===== src/rtl/lda_pkg.sv =====
// Shared types and widths for the line drawer scheduler: the latched line
// command, the scheduler state encoding and the round-robin pointer helper.
package lda_pkg;

   localparam int X_W  = 9;
   localparam int Y_W  = 8;
   localparam int C_W  = 3;
   localparam int ID_W = 3;   // requester index width, up to 8 requesters

   // Field order matches the drawer's own colour/x0/y0/x1/y1 bundle.
   typedef struct packed {
      logic [C_W-1:0] colour;
      logic [X_W-1:0] x0;
      logic [Y_W-1:0] y0;
      logic [X_W-1:0] x1;
      logic [Y_W-1:0] y1;
   } line_cmd_t;

   typedef enum logic [1:0] {
      IDLE,
      DRAW,
      RELEASE
   } sched_state_t;

   // Requester after 'id' in round-robin order, wrapping at n-1.
   function automatic logic [ID_W-1:0] rr_next(input logic [ID_W-1:0] id, input int n);
      return (id == ID_W'(n - 1)) ? '0 : id + ID_W'(1);
   endfunction

endpackage


===== src/rtl/rr_priority_pick.sv =====
// Round-robin picker: returns the first asserted request found when scanning
// from rr_ptr upward, wrapping modulo NUM_REQ. Purely combinational.
module rr_priority_pick
   import lda_pkg::*;
#(
   parameter int NUM_REQ = 4
) (
   input  logic [NUM_REQ-1:0] req,
   input  logic [ID_W-1:0]    rr_ptr,
   output logic               valid,
   output logic [ID_W-1:0]    idx
);

   localparam int SW = ID_W + 1;

   logic [2*NUM_REQ-1:0] req_rot;
   logic [ID_W-1:0]      offset;
   logic [SW-1:0]        sum;

   // Rotate so the highest-priority requester sits at bit 0, take the lowest
   // set bit, then map the offset back to an absolute index.
   // NOTE: every output of an always_comb gets a default first, so no path
   // leaves it unassigned and no latch is inferred.
   always_comb begin
      valid   = |req;
      offset  = '0;
      req_rot = {req, req} >> rr_ptr;
      for (int k = NUM_REQ - 1; k >= 0; k--) begin
         if (req_rot[k]) offset = ID_W'(k);
      end
      sum = {1'b0, rr_ptr} + {1'b0, offset};
      if (sum >= SW'(NUM_REQ)) sum = sum - SW'(NUM_REQ);
      idx = sum[ID_W-1:0];
   end

endmodule


===== src/rtl/line_request_scheduler.sv =====
// Shares one line drawer between NUM_REQ requesters. Round-robin grant in
// IDLE, holds the drawer start through DRAW under a watchdog, then waits in
// RELEASE for the drawer to return to ready before granting again.
module line_request_scheduler
   import lda_pkg::*;
#(
   parameter int NUM_REQ        = 4,
   parameter int TIMEOUT_CYCLES = 131072
) (
   input  logic                   clk,
   input  logic                   rst,
   input  logic [NUM_REQ-1:0]     req,
   input  logic [C_W*NUM_REQ-1:0] req_colour,
   input  logic [X_W*NUM_REQ-1:0] req_x0,
   input  logic [Y_W*NUM_REQ-1:0] req_y0,
   input  logic [X_W*NUM_REQ-1:0] req_x1,
   input  logic [Y_W*NUM_REQ-1:0] req_y1,
   output logic [NUM_REQ-1:0]     ack,
   output logic [NUM_REQ-1:0]     line_done,
   output logic                   timeout,
   output logic [ID_W-1:0]        active_id,
   output logic                   busy,
   output logic                   lda_start,
   output logic [C_W-1:0]         lda_colour,
   output logic [X_W-1:0]         lda_x0,
   output logic [Y_W-1:0]         lda_y0,
   output logic [X_W-1:0]         lda_x1,
   output logic [Y_W-1:0]         lda_y1,
   input  logic                   lda_done,
   input  logic                   lda_ready
);

   localparam int              WD_W    = $clog2(TIMEOUT_CYCLES);
   localparam logic [WD_W-1:0] WD_LAST = WD_W'(TIMEOUT_CYCLES - 1);

   sched_state_t         state_q;
   logic [ID_W-1:0]      rr_ptr_q;
   logic [ID_W-1:0]      active_id_q;
   logic [WD_W-1:0]      wd_q;
   line_cmd_t            cmd_q;
   logic [NUM_REQ-1:0]   ack_q;
   logic [NUM_REQ-1:0]   line_done_q;
   logic                 timeout_q;
   logic                 busy_q;
   logic                 lda_start_q;

   logic                 pick_valid;
   logic [ID_W-1:0]      pick_idx;
   logic                 grant_d;
   line_cmd_t            cmd_d;
   logic [NUM_REQ-1:0]   ack_d;
   logic [NUM_REQ-1:0]   line_done_d;
   logic [ID_W-1:0]      rr_ptr_d;

   rr_priority_pick #(
      .NUM_REQ (NUM_REQ)
   ) u_pick (
      .req    (req),
      .rr_ptr (rr_ptr_q),
      .valid  (pick_valid),
      .idx    (pick_idx)
   );

   // Select the winner's command and build the one-hot ack/done vectors.
   always_comb begin
      cmd_d       = '0;
      ack_d       = '0;
      line_done_d = '0;
      for (int i = 0; i < NUM_REQ; i++) begin
         if (pick_idx == ID_W'(i)) begin
            cmd_d = '{colour: req_colour[C_W*i +: C_W],
                      x0:     req_x0[X_W*i +: X_W],
                      y0:     req_y0[Y_W*i +: Y_W],
                      x1:     req_x1[X_W*i +: X_W],
                      y1:     req_y1[Y_W*i +: Y_W]};
         end
         ack_d[i]       = (pick_idx == ID_W'(i));
         line_done_d[i] = (active_id_q == ID_W'(i));
      end
   end

   // A grant needs a quiet, ready drawer and at least one request.
   assign grant_d  = lda_ready && !lda_done && pick_valid;
   assign rr_ptr_d = rr_next(active_id_q, NUM_REQ);

   // Scheduler FSM with all outputs registered; pulses self-clear each cycle.
   // NOTE: sequential state uses non-blocking assignments only, so every
   // register samples the pre-edge values regardless of statement order.
   always_ff @(posedge clk or posedge rst) begin
      if (rst) begin
         state_q     <= IDLE;
         rr_ptr_q    <= '0;
         active_id_q <= '0;
         wd_q        <= '0;
         cmd_q       <= '0;
         ack_q       <= '0;
         line_done_q <= '0;
         timeout_q   <= 1'b0;
         busy_q      <= 1'b0;
         lda_start_q <= 1'b0;
      end else begin
         ack_q       <= '0;
         line_done_q <= '0;
         timeout_q   <= 1'b0;
         case (state_q)
            IDLE: begin
               if (grant_d) begin
                  cmd_q       <= cmd_d;
                  active_id_q <= pick_idx;
                  ack_q       <= ack_d;
                  busy_q      <= 1'b1;
                  lda_start_q <= 1'b1;
                  wd_q        <= '0;
                  state_q     <= DRAW;
               end
            end
            DRAW: begin
               // A done on the watchdog's last cycle still counts as normal.
               if (lda_done) begin
                  lda_start_q <= 1'b0;
                  line_done_q <= line_done_d;
                  rr_ptr_q    <= rr_ptr_d;
                  state_q     <= RELEASE;
               end else if (wd_q == WD_LAST) begin
                  lda_start_q <= 1'b0;
                  timeout_q   <= 1'b1;
                  rr_ptr_q    <= rr_ptr_d;
                  state_q     <= RELEASE;
               end else begin
                  wd_q <= wd_q + WD_W'(1);
               end
            end
            RELEASE: begin
               // Wait out the drawer's done/ready handshake; no grant here.
               if (!lda_done && lda_ready) begin
                  busy_q  <= 1'b0;
                  state_q <= IDLE;
               end
            end
            default: begin
               busy_q      <= 1'b0;
               lda_start_q <= 1'b0;
               state_q     <= IDLE;
            end
         endcase
      end
   end

   assign ack        = ack_q;
   assign line_done  = line_done_q;
   assign timeout    = timeout_q;
   assign active_id  = active_id_q;
   assign busy       = busy_q;
   assign lda_start  = lda_start_q;
   assign lda_colour = cmd_q.colour;
   assign lda_x0     = cmd_q.x0;
   assign lda_y0     = cmd_q.y0;
   assign lda_x1     = cmd_q.x1;
   assign lda_y1     = cmd_q.y1;

endmodule


===== config.mk =====
export PLATFORM = sky130hd
export DESIGN_NAME = line_request_scheduler
export DESIGN_NICKNAME = d
export VERILOG_FILES = /design/src/rtl/lda_pkg.sv /design/src/rtl/rr_priority_pick.sv /design/src/rtl/line_request_scheduler.sv
export SDC_FILE = /design/constraint.sdc
export NUM_CORES = 1
export LEC_CHECK = 0
export BUFFER_PORTS_ARGS = -buffer_cell sky130_fd_sc_hd__buf_2
export CELL_PAD_IN_SITES_DETAIL_PLACEMENT = 0
export CELL_PAD_IN_SITES_GLOBAL_PLACEMENT = 2
export CORE_ASPECT_RATIO = 0.6
export CORE_MARGIN = 5
export CORE_UTILIZATION = 28
export DETAILED_ROUTE_END_ITERATION = 10
export GPL_ROUTABILITY_DRIVEN = 0
export PLACE_DENSITY = 0.76
export SYNTH_ARGS = -nofsm -noshare
export SYNTH_HDL_FRONTEND = slang
export SYNTH_SLANG_ARGS = --single-unit

===== constraint.sdc =====
create_clock -name clk -period 3.85 [get_ports clk]
set_input_delay 0.385 -clock clk [delete_from_list [all_inputs] [get_ports clk]]
set_output_delay 0.385 -clock clk [all_outputs]
set_load 0.01 [all_outputs]

==> results of run 1 <==
==> final timing paths <==
check | start | end | slack [ns]
setup / recovery | rr_ptr_q[0] | lda_x1[1] | 0.76
hold / removal | rst | wd_q[7] | 0.15
setup reg to reg | rr_ptr_q[0] | lda_x1[1] | 0.76
hold reg to reg | busy | busy | 0.48
max in group asynchronous | rst | lda_y1[6] | 2.77
min in group clk | busy | busy | 0.48
==> flip-flops by register name, summed over array words and instances, names as in the netlist <==
signal	count
line_done	4
timeout	1
lda_y1	8
state_q	2
wd_q	17
active_id	3
lda_start	1
busy	1
lda_x1	9
rr_ptr_q	3
lda_colour	3
lda_y0	8
ack	4
lda_x0	9
==> power by group through the flow <==
stage	Combinational [W]	Sequential, W	Clock [W]
2_1_floorplan	0.00163	0.00126	0
3_3_place_gp	0.00240	0.00119	0
3_5_place_dp	0.00247	0.00119	0
4_1_cts	0.00247	0.00119	0.000937
5_1_grt	0.00264	0.00122	0.000969
6_report	0.00241	0.00118	0.000905
==> layout make-up <==
cell class,instances,area share
inverter,9,0.00616
sequential,73,0.321
clock buffer,10,0.0420
tap,198,0.0436
timing repair buffer,209,0.190
multi-input combinational,221,0.383
clock inverter,5,0.0141
==> cell usage in the layout, fill, tap and decap left out, drive strengths merged, types with 8 or more instances in the layout <==
cell type | Yosys | routed
dfrtp | 73 | 73
nor2 | 12 | 12
ha | 8 | 8
mux4 | 37 | 37
nand2 | 28 | 28
inv | 9 | 8
o21ai | 14 | 14
a22o | 37 | 37
a21oi | 10 | 10
clkbuf | 7 | 10
buf | 16 | 209
==> critical path, stage by stage, from the launching register on <==
cell,delay (ns)
dfrtp_1,0.49
nand2b_1,0.22
o311ai_0,0.50
ha_4,0.21
inv_1,0.05
fa_2,0.66
buf_12,0.27
mux4_2,0.34
a22o_1,0.22
==> layer usage <==
metal / vias up / wire, um / part of all wire / track usage
li1: 1670 / - / - / -
met1: 1761 / 6310 / 0.47 / 0.218
met2: 138 / 5930 / 0.44 / 0.225
met3: 18 / 924 / 0.069 / 0.0482
met4: 2 / 191 / 0.014 / 0.0391
met5: - / 7 / 0.00052 / 0
==> stage by stage <==
step                       util  cells  hold WS (ns)
after detailed placement  0.370    710         0.474
after CTS                 0.392    725         0.169
after floorplan               -    326         0.455
final                     0.392    725         0.146
after global placement    0.370    710         0.469
after global routing      0.392    725         0.211
==> kinds of logic (layout without fill, tap and decap cells) <==
logic type,after synthesis,after routing,share of synthesized area
flops,73,73,0.441
simple gates,91,91,0.134
xor+xnor,6,6,0.0127
compound gates,76,76,0.141
fa+ha+maj,9,9,0.0290
mux,39,39,0.207
buf+inv,32,233,0.0357
==> flow_summary.json, run 1 <==
{
  "status": "finished clean",
  "intPower_w": 0.00288,
  "slew_headroom": 0.329,
  "fin_crit_sh": 0.802,
  "cts_buffers": 9,
  "netlist_top_cells_area": "dfrtp_1 44%, mux4_2 20%, a22o_1 7.8%",
  "ctsResizeCount": 0,
  "fillCellCount": 1436,
  "cp_max_fo": 36,
  "clkPwrFrac": 0.201,
  "cp-start-kind": "flop",
  "drive_above_1_share": 0.524,
  "drt-wirelength-per-cell_um": 18.4,
  "dpl-instance-area_sq_um": 5370,
  "drt_iter0_markers": 256,
  "numClockSinks": 73,
  "core_area_sq_um": 14500,
  "place_ws_ns": 0.742,
  "antenna_found_initial": 1,
  "initial_core_util": 0.285,
  "finalSetupViolations": 0,
  "antenna-diode-count": 0,
  "cts_htree_levels": 3,
  "skew_ns": 0.00569,
  "grt_pass1_vias": 3787,
  "arrival_ns": 3.30,
  "multi_input_area_sq_um": 2180,
  "synth.distinct_cells": 52,
  "overflow": 0,
  "ir_drop_mv": 0.373,
  "clockBufferDepth": 2,
  "postCtsHoldBufs": 0,
  "async_flop_share": 1.00,
  "layout_setup_ws_ns": 0.764,
  "yosys.area.top_type_share": 0.441,
  "clkLatencyLatePin_ns": 0.33,
  "dieArea_sq_um": 17400,
  "yosys_most_used_dff": "dfrtp_1",
  "vias": 3589,
  "clk_pin_slew_worst_paths_ns": 0.06,
  "avgSynthCellArea_sq_um": 12.7,
  "cp.required_ns": 4.06,
  "die_y_um": 104,
  "synth_most_common_cell": "dfrtp_1",
  "grt.total_usage": 0.153,
  "tightest_slew_ns": 1.00,
  "path_class": "reg2reg",
  "final_cell_area_sq_um": 5690,
  "end_kind": "flop",
  "die_w_um": 167,
  "fmax_ghz": 0.324,
  "post-cts-setup-buffer-count": 0,
  "yosys.area.top_type": "dfrtp_1",
  "ys.warnings.count": 0,
  "maxCapViolCount": 0,
  "synth_cells": 326,
  "drv_slew": 0,
  "syn-num-nets": 491,
  "viasPerCell": 4.95,
  "rows": 34,
  "port_buffers": 206,
  "synth_edf_count": 0,
  "power_frac_seq": 0.263,
  "clockRootBuffer": "clkbuf_16",
  "wirelength_mm": 13.4,
  "p_sw_w": 0.00161,
  "drc": 0,
  "grt_pass1_wl_mm": 21.1,
  "io-pin-count": 207,
  "yosys-top-cells-count": "73 x dfrtp_1, 37 x a22o_1, 37 x mux4_2, 27 x nand2_1, 14 x o21ai_0",
  "fin_crit_ns": 3.09,
  "dp_hpwl_mm": 10.2,
  "synth_area_sq_um": 4140,
  "rsz0062_at_grt": "false",
  "synth_seq_area_share": 0.441,
  "min_path_type": "in2async",
  "dr.pass1.iters": 4,
  "leakagePower_nw": 2.72,
  "tns_ns": 0,
  "cts_tree": "yes",
  "finalPower_w": 0.00450,
  "p_per_area_nw_per_um2": 791,
  "syn2layout_area_growth_pct": 37.4,
  "seqCellArea_sq_um": 1830,
  "ant_nets": 0,
  "rr_worst_depth": 8,
  "pwr-share-comb": 0.535,
  "grt_max_degree": 46,
  "ys_ff_latch": 73,
  "num-nets-final": 688,
  "finalHoldViolCount": 0,
  "p_sw_frac": 0.359
}
Power figures use the tool's default switching activity.
==> inputs of run 2 (changes only) <==
--- a/config.mk
+++ b/config.mk
@@ -5,15 +5,16 @@
 export SDC_FILE = /design/constraint.sdc
 export NUM_CORES = 1
 export LEC_CHECK = 0
+export ABC_AREA = 1
 export BUFFER_PORTS_ARGS = -buffer_cell sky130_fd_sc_hd__buf_2
 export CELL_PAD_IN_SITES_DETAIL_PLACEMENT = 0
 export CELL_PAD_IN_SITES_GLOBAL_PLACEMENT = 2
 export CORE_ASPECT_RATIO = 0.6
 export CORE_MARGIN = 5
-export CORE_UTILIZATION = 28
+export CORE_UTILIZATION = 22
 export DETAILED_ROUTE_END_ITERATION = 10
 export GPL_ROUTABILITY_DRIVEN = 0
-export PLACE_DENSITY = 0.76
+export PLACE_DENSITY = 0.73
 export SYNTH_ARGS = -nofsm -noshare
 export SYNTH_HDL_FRONTEND = slang
 export SYNTH_SLANG_ARGS = --single-unit
==> constraint.sdc (replaced) <==
create_clock -name clk -period 2.7 [get_ports clk]
set_input_delay 0.27 -clock clk [delete_from_list [all_inputs] [get_ports clk]]
set_output_delay 0.27 -clock clk [all_outputs]
set_load 0.01 [all_outputs]
==> run 2 against run 1 <==
  * The run now ends with negative setup slack left
  * Hold slack got worse by 0.014 ns
  * Clock skew increased by 0.0045 ns
  * Critical path depth increased by 11
  * Power increased by 120%
  * Combinational power increased to 2.8 times the previous value
  * First-iteration DRC count increased by 18%
  * Critical path type unchanged
  * Highest routed layer unchanged
==> flow_summary.json, run 2 <==
{
  "final_common_cell": "buf_2",
  "syn-num-nets": 817,
  "dieArea_sq_um": 23800,
  "critPathMaxStageDelay_ns": 0.63,
  "dp_hpwl_mm": 14.5,
  "overflow": 0,
  "path_class": "reg2reg",
  "finalHoldViolCount": 0,
  "avgSynthCellArea_sq_um": 7.01,
  "grt_max_degree": 58,
  "drt-wirelength-per-cell_um": 17.1,
  "die_w_um": 196,
  "numClockSinks": 73,
  "crit_slowest_cell": "fa_2",
  "yosys.area.top_type_share": 0.400,
  "grt_pass1_wl_mm": 30.7,
  "initial_core_util": 0.226,
  "synth.distinct_cells": 29,
  "cp-start-kind": "flop",
  "crit_family": "adder cells",
  "cp_cell_sequence": "inv_2 -> nand2_1 -> nand2_1 -> inv_2 -> o21ai_2 -> nand2_1 -> a21boi_2 -> ha_2 -> inv_2 -> fa_2 -> buf_6 -> nand2_4 -> inv_8 -> buf_12 -> clkbuf_16 -> nand3_1 -> nand3_1 -> nand2_1 -> nand3_1",
  "ant_nets": 0,
  "grt_pass1_vias": 5476,
  "vias": 5345,
  "viasPerCell": 4.58,
  "path_buf_inv": 7,
  "finalPower_w": 0.00982,
  "clockBufferDepth": 2,
  "fmax_ghz": 0.351,
  "rsz0062_at_grt": "true",
  "synth_edf_count": 0,
  "violations": "negative setup slack",
  "tightest_slew_ns": 0.597,
  "clk_pin_slew_worst_paths_ns": 0.07,
  "synth_area_sq_um": 4570,
  "cts_tree": "yes",
  "num-nets-final": 1054,
  "antenna_found_initial": 3,
  "core_area_sq_um": 20200,
  "slew_headroom": 0.602,
  "largest_reg_flops": 17,
  "maxCapViolCount": 0,
  "cts_buffers": 9,
  "whs_ns": 0.133,
  "synth_most_common_cell": "nand3_1",
  "yosys.area.top_type": "dfrtp_1",
  "cts_htree_levels": 3,
  "clockRootBuffer": "clkbuf_16",
  "grt.total_usage": 0.163,
  "cp.required_ns": 2.97,
  "syn2layout_area_growth_pct": 52.3,
  "layout_common_cells": "206 x buf_2, 186 x nand2_1, 164 x nand3_1, 71 x dfrtp_1, 38 x nor2_1",
  "dr.pass1.iters": 5,
  "layout_setup_ws_ns": -0.152,
  "ys_ff_latch": 73,
  "yosys-top-cells-count": "197 x nand3_1, 189 x nand2_1, 73 x dfrtp_1, 40 x nor2_1, 37 x inv_1",
  "wirelength_mm": 20.0,
  "drv_slew": 0,
  "netlist_top_cells_area": "dfrtp_1 40%, nand3_1 22%, nand2_1 16%",
  "drc": 0,
  "skew_ns": 0.0102,
  "ir_drop_mv": 0.707,
  "io-pin-count": 207,
  "die_y_um": 122,
  "synth_cells": 652,
  "min_path_type": "in2reg",
  "largest-register": "wd_q",
  "crit_top_cell": "nand2_1",
  "clkLatencyLatePin_ns": 0.34,
  "p_per_area_nw_per_um2": 1410,
  "yosys_most_used_dff": "dfrtp_1",
  "ys.warnings.count": 0,
  "cp_max_fo": 8,
  "fin_util": 0.344,
  "port_buffers": 206,
  "rows": 40,
  "arrival_ns": 3.12,
  "async_flop_share": 1.00,
  "tns_ns": -2.61,
  "finalSetupViolations": 35,
  "drive_above_1_share": 0.380,
  "fin_crit_sh": 1.06,
  "fin_crit_ns": 2.85,
  "status": "finished, violations left",
  "leakagePower_nw": 3.56,
  "end_kind": "flop",
  "synth_seq_area_share": 0.400,
  "drt_iter0_markers": 303
}
==> run 2: cell count changes in the layout (fill, tap and decap cells not counted), moves of 32 or more <==
cell,previous run,this run
buf_4,1,33
a22o_1,37,0
nand3_1,4,164
nand2_1,27,186
mux4_2,37,0
nand3_2,0,33
==> run 2: path summary, 6_finish.rpt <==
| path | startpoint | cells past startpoint | slack (ns) | endpoint |
|---|---|---|---|---|
| min in group asynchronous | rst | 3 | 0.52 | lda_x0[8] |
| worst max register to register | rr_ptr_q[0] | 19 | -0.15 | lda_y0[3] |
| worst min register to register | lda_x0[6] | 2 | 0.47 | lda_x0[6] |
| worst max-delay path | rr_ptr_q[0] | 19 | -0.15 | lda_y0[3] |
| max in group asynchronous | rst | 4 | 1.50 | line_done[3] |
| worst min-delay path | req_y0[31] | 3 | 0.13 | lda_y0[7] |
==> run 2: routing by layer <==
metal,GRT usage,vias up,wire [um]
met5,0,-,18
met2,0.249,173,8440
met4,0.0349,2,226
met1,0.232,2484,9910
li1,-,2664,-
met3,0.0439,22,1390
==> run 2: cells by family (layout without fill, tap and decap cells) <==
logic type,count (synthesis),count (layout),share of synthesized area
and+or+nand+nor,463,463,0.457
buffers and inverters,77,318,0.0805
DFF,73,73,0.400
AOI/OAI and AO/OA,29,29,0.0342
adders and majority gates,9,9,0.0263
xor gates and xnor gates,1,1,0.00192
other,0,1,0
==> run 2: repair_timing <==
action,in CTS,in global routing
setup buffers,5,9
pin swaps,33,25
hold buffers,1,0
resized for setup,38,36
hold endpoints to repair,26,0
setup endpoints to repair,42,42
gates cloned,2,3
==> run 2: layout make-up <==
cell class	instances	area, sq um
multi-input cells	502	2600
repair buffers	264	1710
well taps	273	342
clock buffers	10	239
diodes	1	2.50
fillers	2235	13300
inverters	39	155
clock inverters	5	80.1
flip-flops and latches	73	1830
==> run 2: worst register-to-register path, stage by stage, from the launching register on <==
cell and delay [ns]:
dfrtp_2 0.47, inv_2 0.10, nand2_1 0.05, nand2_1 0.07, inv_2 0.04, o21ai_2 0.12
nand2_1 0.08, a21boi_2 0.13, ha_2 0.20, inv_2 0.04, fa_2 0.63, buf_6 0.13
nand2_4 0.06, inv_8 0.10, buf_12 0.12, clkbuf_16 0.15, nand3_1 0.08, nand3_1 0.11
nand2_1 0.05, nand3_1 0.08
==> run 2: metrics by stage <==
stage	std cells	worst slack, ns	area, sq um
2_1_floorplan	652	0.0731	4570
3_3_place_gp	1132	-0.253	6130
3_5_place_dp	1132	-0.224	6130
4_1_cts	1155	-0.103	6680
5_1_grt	1167	-0.308	6960
6_report	1167	-0.152	6960
==> run 2: power by group <==
part / switching, W / internal, W / total, W
Clock: 0.000497 / 0.000829 / 0.00133
Sequential: 0.000263 / 0.00145 / 0.00171
Combinational: 0.00358 / 0.00320 / 0.00678
